**src/rtl/mtl2_lcd_timing_gen_pkg.sv**
```systemverilog
// Shared definitions for the MTL2 LCD timing generator.
//   - default MTL2 800x480 timing constants
//   - lock FSM state encoding
//   - raster counter width and a saturating increment helper
package mtl2_lcd_timing_gen_pkg;
  localparam int CW = 12;  // raster counter width; all totals < 4096

  localparam int DEF_H_ACTIVE = 800;
  localparam int DEF_H_FP     = 210;
  localparam int DEF_H_SYNC   = 30;
  localparam int DEF_H_BP     = 16;
  localparam int DEF_V_ACTIVE = 480;
  localparam int DEF_V_FP     = 22;
  localparam int DEF_V_SYNC   = 3;
  localparam int DEF_V_BP     = 20;

  typedef enum logic {
    STATE_SEEK   = 1'b0,
    STATE_LOCKED = 1'b1
  } lock_state_e;

  function automatic logic [15:0] sat_inc(input logic [15:0] c);
    return (c == 16'hFFFF) ? c : c + 16'd1;
  endfunction
endpackage

```
**src/rtl/mtl2_lcd_timing_gen_if.sv**
```systemverilog
// Pixel stream from the frame reader: 24-bit {R,G,B} beats with a
// start-of-frame marker and valid/ready handshake.
//   master: frame reader side (drives data/sof/valid)
//   slave : timing generator side (drives ready)
interface mtl2_lcd_timing_gen_if;
  logic [23:0] pix_data;
  logic        pix_sof;
  logic        pix_valid;
  logic        pix_ready;

  modport master (output pix_data, pix_sof, pix_valid, input  pix_ready);
  modport slave  (input  pix_data, pix_sof, pix_valid, output pix_ready);
endinterface

```
**src/rtl/mtl2_raster_counter.sv**
```systemverilog
// Free-running h/v raster counters with combinational position decodes.
//   iCLK, iRST : pixel clock, async active-high reset
//   active     : h < H_ACTIVE && v < V_ACTIVE
//   hsync_n    : low for h in [H_ACTIVE+H_FP, H_ACTIVE+H_FP+H_SYNC)
//   vsync_n    : low for v in [V_ACTIVE+V_FP, V_ACTIVE+V_FP+V_SYNC)
//   origin     : h == 0 && v == 0 (first active pixel of a frame)
module mtl2_raster_counter
  import mtl2_lcd_timing_gen_pkg::*;
#(
  parameter int H_ACTIVE = DEF_H_ACTIVE,
  parameter int H_FP     = DEF_H_FP,
  parameter int H_SYNC   = DEF_H_SYNC,
  parameter int H_BP     = DEF_H_BP,
  parameter int V_ACTIVE = DEF_V_ACTIVE,
  parameter int V_FP     = DEF_V_FP,
  parameter int V_SYNC   = DEF_V_SYNC,
  parameter int V_BP     = DEF_V_BP
) (
  input  logic iCLK,
  input  logic iRST,
  output logic active,
  output logic hsync_n,
  output logic vsync_n,
  output logic origin
);
  localparam logic [CW-1:0] HT  = CW'(H_ACTIVE + H_FP + H_SYNC + H_BP);
  localparam logic [CW-1:0] VT  = CW'(V_ACTIVE + V_FP + V_SYNC + V_BP);
  localparam logic [CW-1:0] HA  = CW'(H_ACTIVE);
  localparam logic [CW-1:0] VA  = CW'(V_ACTIVE);
  localparam logic [CW-1:0] HS0 = CW'(H_ACTIVE + H_FP);
  localparam logic [CW-1:0] HS1 = CW'(H_ACTIVE + H_FP + H_SYNC);
  localparam logic [CW-1:0] VS0 = CW'(V_ACTIVE + V_FP);
  localparam logic [CW-1:0] VS1 = CW'(V_ACTIVE + V_FP + V_SYNC);

  logic [CW-1:0] h, v;

  always_ff @(posedge iCLK or posedge iRST) begin
    if (iRST) begin
      h <= '0;
      v <= '0;
    end else if (h == HT - 1'b1) begin
      h <= '0;
      v <= (v == VT - 1'b1) ? '0 : v + 1'b1;
    end else begin
      h <= h + 1'b1;
    end
  end

  assign active  = (h < HA) && (v < VA);
  assign hsync_n = !((h >= HS0) && (h < HS1));
  assign vsync_n = !((v >= VS0) && (v < VS1));
  assign origin  = (h == '0) && (v == '0);
endmodule

```
**src/rtl/mtl2_lcd_timing_gen.sv**
```systemverilog
// MTL2 LCD timing generator and pixel sink (pixel clock domain).
// Locks an incoming SOF-marked pixel stream to the raster origin, blanks
// starved pixels, and counts underflows and lock losses.
//   iCLK, iRST        : pixel clock, async active-high reset
//   iDISP_EN          : display enable; low blanks and unlocks
//   iCLR_STAT         : synchronous clear of both status counters
//   pix               : pixel stream (slave side)
//   oLCD_DE/HSD/VSD   : data enable, active-low syncs (registered)
//   oLCD_R/G/B        : pixel colour (registered)
//   oLOCKED           : lock FSM is in LOCKED
//   oUNDERFLOW_CNT    : saturating count of starved active pixels
//   oRESYNC_CNT       : saturating count of LOCKED->SEEK drops
module mtl2_lcd_timing_gen
  import mtl2_lcd_timing_gen_pkg::*;
#(
  parameter int H_ACTIVE = DEF_H_ACTIVE,
  parameter int H_FP     = DEF_H_FP,
  parameter int H_SYNC   = DEF_H_SYNC,
  parameter int H_BP     = DEF_H_BP,
  parameter int V_ACTIVE = DEF_V_ACTIVE,
  parameter int V_FP     = DEF_V_FP,
  parameter int V_SYNC   = DEF_V_SYNC,
  parameter int V_BP     = DEF_V_BP
) (
  input  logic                iCLK,
  input  logic                iRST,
  input  logic                iDISP_EN,
  input  logic                iCLR_STAT,
  mtl2_lcd_timing_gen_if.slave pix,
  output logic                oLCD_DE,
  output logic                oLCD_HSD,
  output logic                oLCD_VSD,
  output logic [7:0]          oLCD_R,
  output logic [7:0]          oLCD_G,
  output logic [7:0]          oLCD_B,
  output logic                oLOCKED,
  output logic [15:0]         oUNDERFLOW_CNT,
  output logic [15:0]         oRESYNC_CNT
);
  logic        active, hsync_n, vsync_n, origin;
  lock_state_e state;
  logic [23:0] rgb;
  logic        rdy, uf_inc, rs_inc;

  mtl2_raster_counter #(
    .H_ACTIVE(H_ACTIVE), .H_FP(H_FP), .H_SYNC(H_SYNC), .H_BP(H_BP),
    .V_ACTIVE(V_ACTIVE), .V_FP(V_FP), .V_SYNC(V_SYNC), .V_BP(V_BP)
  ) u_raster (
    .iCLK    (iCLK),
    .iRST    (iRST),
    .active  (active),
    .hsync_n (hsync_n),
    .vsync_n (vsync_n),
    .origin  (origin)
  );

  // SEEK drains non-SOF beats and holds an SOF beat at the head until the
  // origin. LOCKED takes exactly one beat per active pixel.
  always_comb begin
    rdy = 1'b0;
    if (!iRST && iDISP_EN) begin
      if (state == STATE_SEEK) rdy = pix.pix_valid && (!pix.pix_sof || origin);
      else                     rdy = active;
    end
  end
  assign pix.pix_ready = rdy;

  // An SOF off-origin or a non-SOF at origin means the stream and raster
  // disagree about frame boundaries.
  always_comb begin
    uf_inc = 1'b0;
    rs_inc = 1'b0;
    if (!iDISP_EN) begin
      rs_inc = (state == STATE_LOCKED);
    end else if (state == STATE_LOCKED && active) begin
      if (!pix.pix_valid)                   uf_inc = 1'b1;
      else if (pix.pix_sof != origin)       rs_inc = 1'b1;
    end
  end

  always_ff @(posedge iCLK or posedge iRST) begin
    if (iRST) begin
      state          <= STATE_SEEK;
      oLCD_DE        <= 1'b0;
      oLCD_HSD       <= 1'b1;
      oLCD_VSD       <= 1'b1;
      rgb            <= '0;
      oUNDERFLOW_CNT <= '0;
      oRESYNC_CNT    <= '0;
    end else begin
      oLCD_HSD <= hsync_n;
      oLCD_VSD <= vsync_n;
      oLCD_DE  <= 1'b0;
      rgb      <= '0;
      if (!iDISP_EN) begin
        state <= STATE_SEEK;
      end else begin
        case (state)
          STATE_SEEK: begin
            if (origin && pix.pix_valid && pix.pix_sof) begin
              state   <= STATE_LOCKED;
              oLCD_DE <= 1'b1;
              rgb     <= pix.pix_data;
            end
          end
          STATE_LOCKED: begin
            if (active) begin
              oLCD_DE <= 1'b1;  // starved or resync pixels show black, DE stays up
              if (pix.pix_valid && (pix.pix_sof == origin)) rgb <= pix.pix_data;
              if (rs_inc) state <= STATE_SEEK;
            end
          end
          default: state <= STATE_SEEK;
        endcase
      end
      if (iCLR_STAT)   oUNDERFLOW_CNT <= '0;
      else if (uf_inc) oUNDERFLOW_CNT <= sat_inc(oUNDERFLOW_CNT);
      if (iCLR_STAT)   oRESYNC_CNT    <= '0;
      else if (rs_inc) oRESYNC_CNT    <= sat_inc(oRESYNC_CNT);
    end
  end

  assign oLOCKED = (state == STATE_LOCKED);
  assign oLCD_R  = rgb[23:16];
  assign oLCD_G  = rgb[15:8];
  assign oLCD_B  = rgb[7:0];
endmodule

```
**src/flat_wrapper.sv**
```systemverilog
// flat-port wrapper written by rule: the top's interface ports become plain ports
module mtl2_lcd_timing_gen_flat import mtl2_lcd_timing_gen_pkg::*;
#(
  parameter int H_ACTIVE = DEF_H_ACTIVE,
  parameter int H_FP     = DEF_H_FP,
  parameter int H_SYNC   = DEF_H_SYNC,
  parameter int H_BP     = DEF_H_BP,
  parameter int V_ACTIVE = DEF_V_ACTIVE,
  parameter int V_FP     = DEF_V_FP,
  parameter int V_SYNC   = DEF_V_SYNC,
  parameter int V_BP     = DEF_V_BP
)
  (iCLK, iRST, iDISP_EN, iCLR_STAT, oLCD_DE, oLCD_HSD, oLCD_VSD, oLCD_R, oLCD_G, oLCD_B, oLOCKED, oUNDERFLOW_CNT, oRESYNC_CNT, pix_pix_data, pix_pix_sof, pix_pix_valid, pix_pix_ready);
  mtl2_lcd_timing_gen_if pix_i ();
  input  logic iCLK;
  input  logic iRST;
  input  logic iDISP_EN;
  input  logic iCLR_STAT;
  output logic oLCD_DE;
  output logic oLCD_HSD;
  output logic oLCD_VSD;
  output logic [7:0] oLCD_R;
  output logic [7:0] oLCD_G;
  output logic [7:0] oLCD_B;
  output logic oLOCKED;
  output logic [15:0] oUNDERFLOW_CNT;
  output logic [15:0] oRESYNC_CNT;
  input wire logic [$bits(pix_i.pix_data)-1:0] pix_pix_data;
  input wire logic [$bits(pix_i.pix_sof)-1:0] pix_pix_sof;
  input wire logic [$bits(pix_i.pix_valid)-1:0] pix_pix_valid;
  output wire logic [$bits(pix_i.pix_ready)-1:0] pix_pix_ready;
  assign pix_i.pix_data = pix_pix_data;
  assign pix_i.pix_sof = pix_pix_sof;
  assign pix_i.pix_valid = pix_pix_valid;
  assign pix_pix_ready = pix_i.pix_ready;
  mtl2_lcd_timing_gen #(.H_ACTIVE(H_ACTIVE), .H_FP(H_FP), .H_SYNC(H_SYNC), .H_BP(H_BP), .V_ACTIVE(V_ACTIVE), .V_FP(V_FP), .V_SYNC(V_SYNC), .V_BP(V_BP)) u_core (.iCLK(iCLK), .iRST(iRST), .iDISP_EN(iDISP_EN), .iCLR_STAT(iCLR_STAT), .pix(pix_i), .oLCD_DE(oLCD_DE), .oLCD_HSD(oLCD_HSD), .oLCD_VSD(oLCD_VSD), .oLCD_R(oLCD_R), .oLCD_G(oLCD_G), .oLCD_B(oLCD_B), .oLOCKED(oLOCKED), .oUNDERFLOW_CNT(oUNDERFLOW_CNT), .oRESYNC_CNT(oRESYNC_CNT));
endmodule
```
**config.mk**
```make
export PLATFORM = sky130hd
export DESIGN_NAME = mtl2_lcd_timing_gen_flat
export DESIGN_NICKNAME = d
export VERILOG_FILES = /design/src/rtl/mtl2_lcd_timing_gen_pkg.sv /design/src/rtl/mtl2_lcd_timing_gen_if.sv /design/src/rtl/mtl2_raster_counter.sv /design/src/rtl/mtl2_lcd_timing_gen.sv /design/src/flat_wrapper.sv
export SDC_FILE = /design/constraint.sdc
export NUM_CORES = 1
export LEC_CHECK = 0
export ABC_AREA = 1
export CAP_MARGIN = 20
export CORE_MARGIN = 5
export CORE_UTILIZATION = 55
export DETAILED_ROUTE_END_ITERATION = 16
export HOLD_SLACK_MARGIN = 0.08
export PLACE_DENSITY = 0.87
export SYNTH_ARGS = -nofsm -noshare
export SYNTH_HDL_FRONTEND = slang
export SYNTH_SLANG_ARGS = --single-unit
export TNS_END_PERCENT = 20
```
**constraint.sdc**
```tcl
create_clock -name iCLK -period 7.15 [get_ports iCLK]
set_clock_uncertainty 0.2 [all_clocks]
set_input_delay 1.43 -clock iCLK [delete_from_list [all_inputs] [get_ports iCLK]]
set_output_delay 1.43 -clock iCLK [all_outputs]
set_load 0.01 [all_outputs]
```
==> summary.txt <==
Placement
  – Post-DP Area: approximately 5500 sq um
  – DP Wirelength: 7794 um
  – Port buffer count: 90
  – Gpl congestion: 0.8993

Die
  – Row Count: 33
  – Die width: 100.8 um
  – I/O pin count: 91
  – Die H: 100.8 um
  – Die Area: 10170 sq um
  – Initial Utilization: 55.79%
  – Core Area: 8134 sq um

Clock network
  – CTS root buf: clkbuf_8
  – CTS Buffer Depth: 2
  – Num Clock Sinks: between 80 and 90
  – CTS hold repair buffers: 0
  – Post-CTS Setup Bufs: 0
  – Gates resized, CTS repair: 0
  – CTS tree: built
  – Cts bufs inserted: 9
  – Worst-Skew Late Latency: 0.35 ns
  – H-Tree Depth: 3
  – Reg clk slew, reported paths: 0.08 ns

Timing
  – Final setup viols: 0
  – Minimum clock period: between 4 and 5 ns
  – Max Fclk: 223.0 MHz
  – Setup tns final: 0 ns
  – Final slew viol count: 0
  – Final period util: 62.70%
  – Hold Vio Cnt, Final: 0
  – Worst-margin pin slew: 0.7907 ns
  – Worst slew margin: 46.96%
  – RSZ-0062 raised after global routing: false

Routing
  – Initial DRC Count: 178
  – Via count: 4069
  – Residual DRC count: 0
  – DR WL/cell: 12.93 um
  – Routed Antenna Nets: 0
  – WL final: 10340 um
  – Via-to-Cell Ratio: 5.086
  – Drt first pass iters: 4

Synth
  – Synth Warn #: 0
  – Post-synth EDFFs: 0
  – Cells after synthesis: 595
  – Top post-synthesis cells by area: dfrtp_1 (45%), nand2_1 (10%), inv_1 (9.5%)
  – Post-synthesis sequential area ratio: between 40% and 50%
  – Syn Area/Cell: 7.627 sq um
  – Synth cell types: 35
  – Synth Net Count: 633
  – Post-synth top area share: 45.22%
  – Ys async rst share: 100.0%
  – Synth Flop Type: dfrtp_1
  – Area leader, netlist: dfrtp_1
  – Synthesized area: 4538 sq um
  – FF+latch count, synth: 84

Global routing
  – Initial antenna violation count: 0
  – Total Routing Usage GR: 21.64%
  – Global route total overflow: 0
  – Largest net degree at the start of global routing: 85
  – Global-route wire length before repair: 17730 um
  – Number of global-route vias before repair: 4028

Setup path
  – Crit path top cell by count: clkdlybuf4s50_1
  – Cells along the critical path: clkdlybuf4s50_1 > ha_1 > nor2_1 > o2111a_1 > clkdlybuf4s50_1
  – Worst endpoint required time: 5.52 ns
  – Crit Path Max Fanout: 2
  – Max incr delay on CP: around 0.53 ns
  – Delay-heaviest family, CP: buffers and inverters
  – Startpoint Class: input pin
  – WP buf/inv: 2
  – CP endpoint kind: output port
  – Worst path slowest cell: clkdlybuf4s50_1
  – CP Data Arrival Time: approximately 2.9 ns
  – Type of the worst setup path: in2out

Pwr
  – Pwr dens: 147.2 nW/um^2
  – P_leak: approximately 2.8 nW
  – Max IR drop VDD: 97.27 uV
  – Final Power: 844.8 uW

Layout
  – Area Overhead vs Synth: 26.44%
  – Most common cell after layout, fill and taps aside: nand2_1
  – Final core occ: a little over two thirds
  – Design area: 5738 sq um
  – Fin nets: around 730
  – Layout cells sized above 1: 7.770%
  – Ant. Diodes: 0
  – Commonest cells after routing, fill and taps aside: nand2_1 (125), inv_1 (114), clkdlybuf4s50_1 (90)

Min path
  – Worst hold path type: reg2reg

Job
  – Max-Cap Viols: 0

Run status
  – Status: completed
## worst paths after layout
check                      cells past startpoint  slack, ns                     to                  from
max in group asynchronous                      4       4.94        u_core.oLCD_VSD                  iRST
min in group asynchronous                      3       1.20   u_core.u_raster.h[0]                  iRST
hold / removal                                 1       0.30   u_core.u_raster.v[6]  u_core.u_raster.v[6]
setup reg to reg                              15       3.94  u_core.oRESYNC_CNT[8]  u_core.u_raster.v[0]
setup / recovery                               5       2.67          pix_pix_ready           pix_pix_sof
hold reg to reg                                1       0.30   u_core.u_raster.v[6]  u_core.u_raster.v[6]
## cell type report
type | instances | area (sq um)
multi-input cells | 385 | 1938
inverters | 118 | 444.2
clock inverters | 5 | 52.55
well taps | 105 | 131.4
flip-flops and latches | 84 | 2105
repair buffers | 92 | 935.9
clock buffers | 11 | 131.4
fillers | 667 | 2396
## registers in the layout, indices dropped and copies added (netlist names)
register / count
u_core.oLOCKED: 1
u_core.oRESYNC_CNT: 16
u_core.u_raster.h: 12
u_core.oLCD_HSD: 1
u_core.oUNDERFLOW_CNT: 16
u_core.u_raster.v: 12
u_core.oLCD_DE: 1
u_core.rgb: 24
u_core.oLCD_VSD: 1
## routing by layer
metal / up-vias / track usage, % / share of wire [%]
met3: 13 / 7.405 / 8.8
met2: 130 / 35.80 / 49
li1: 2036 / - / -
met5: - / 0 / 0
met4: 0 / 7.461 / 1.4
met1: 1890 / 26.37 / 41
## metrics by stage
step / cells / setup WS [ns] / hold WS [ns]
global route: 800 / 2.559 / 0.3353
finish: 800 / 2.667 / 0.2954
global placement: 783 / 2.665 / 0.2797
CTS: 799 / 2.659 / 0.3030
floorplan: 595 / 1.879 / 0.2632
detailed placement: 783 / 2.666 / 0.2920
## where the power goes
part,leakage (nW),internal [mW],switching (mW),total (mW)
Sequential,1.15,0.475,0.0000000496,0.475
Clock,0.0931,0.160,0.167,0.327
Combinational,1.57,0.0194,0.0235,0.0429
Total,2.81,0.654,0.191,0.845
## cell usage after synthesis, types with 3 or more instances
master      n
buf_2       3
o21bai_1    6
nand3_1    40
nand2_1   125
nand4_1    22
nand2_2     5
nor3_1     16
dfrtp_1    82
nor2_1     80
xnor2_1     3
a21oi_1     9
nor2_2     22
o21ai_0    16
xor2_1     15
ha_1        8
inv_1     115
## kinds of logic after synthesis
| kind of cell | after synthesis | synth area share (%) |
|---|---|---|
| AOI/OAI and AO/OA | 39 | 5.211 |
| buffers and inverters | 126 | 10.92 |
| and+or+nand+nor | 320 | 31.82 |
| DFF | 84 | 46.37 |
| xor gates and xnor gates | 18 | 3.474 |
| adders and majority gates | 8 | 2.206 |
No activity file was read; power rests on OpenSTA's default activity.
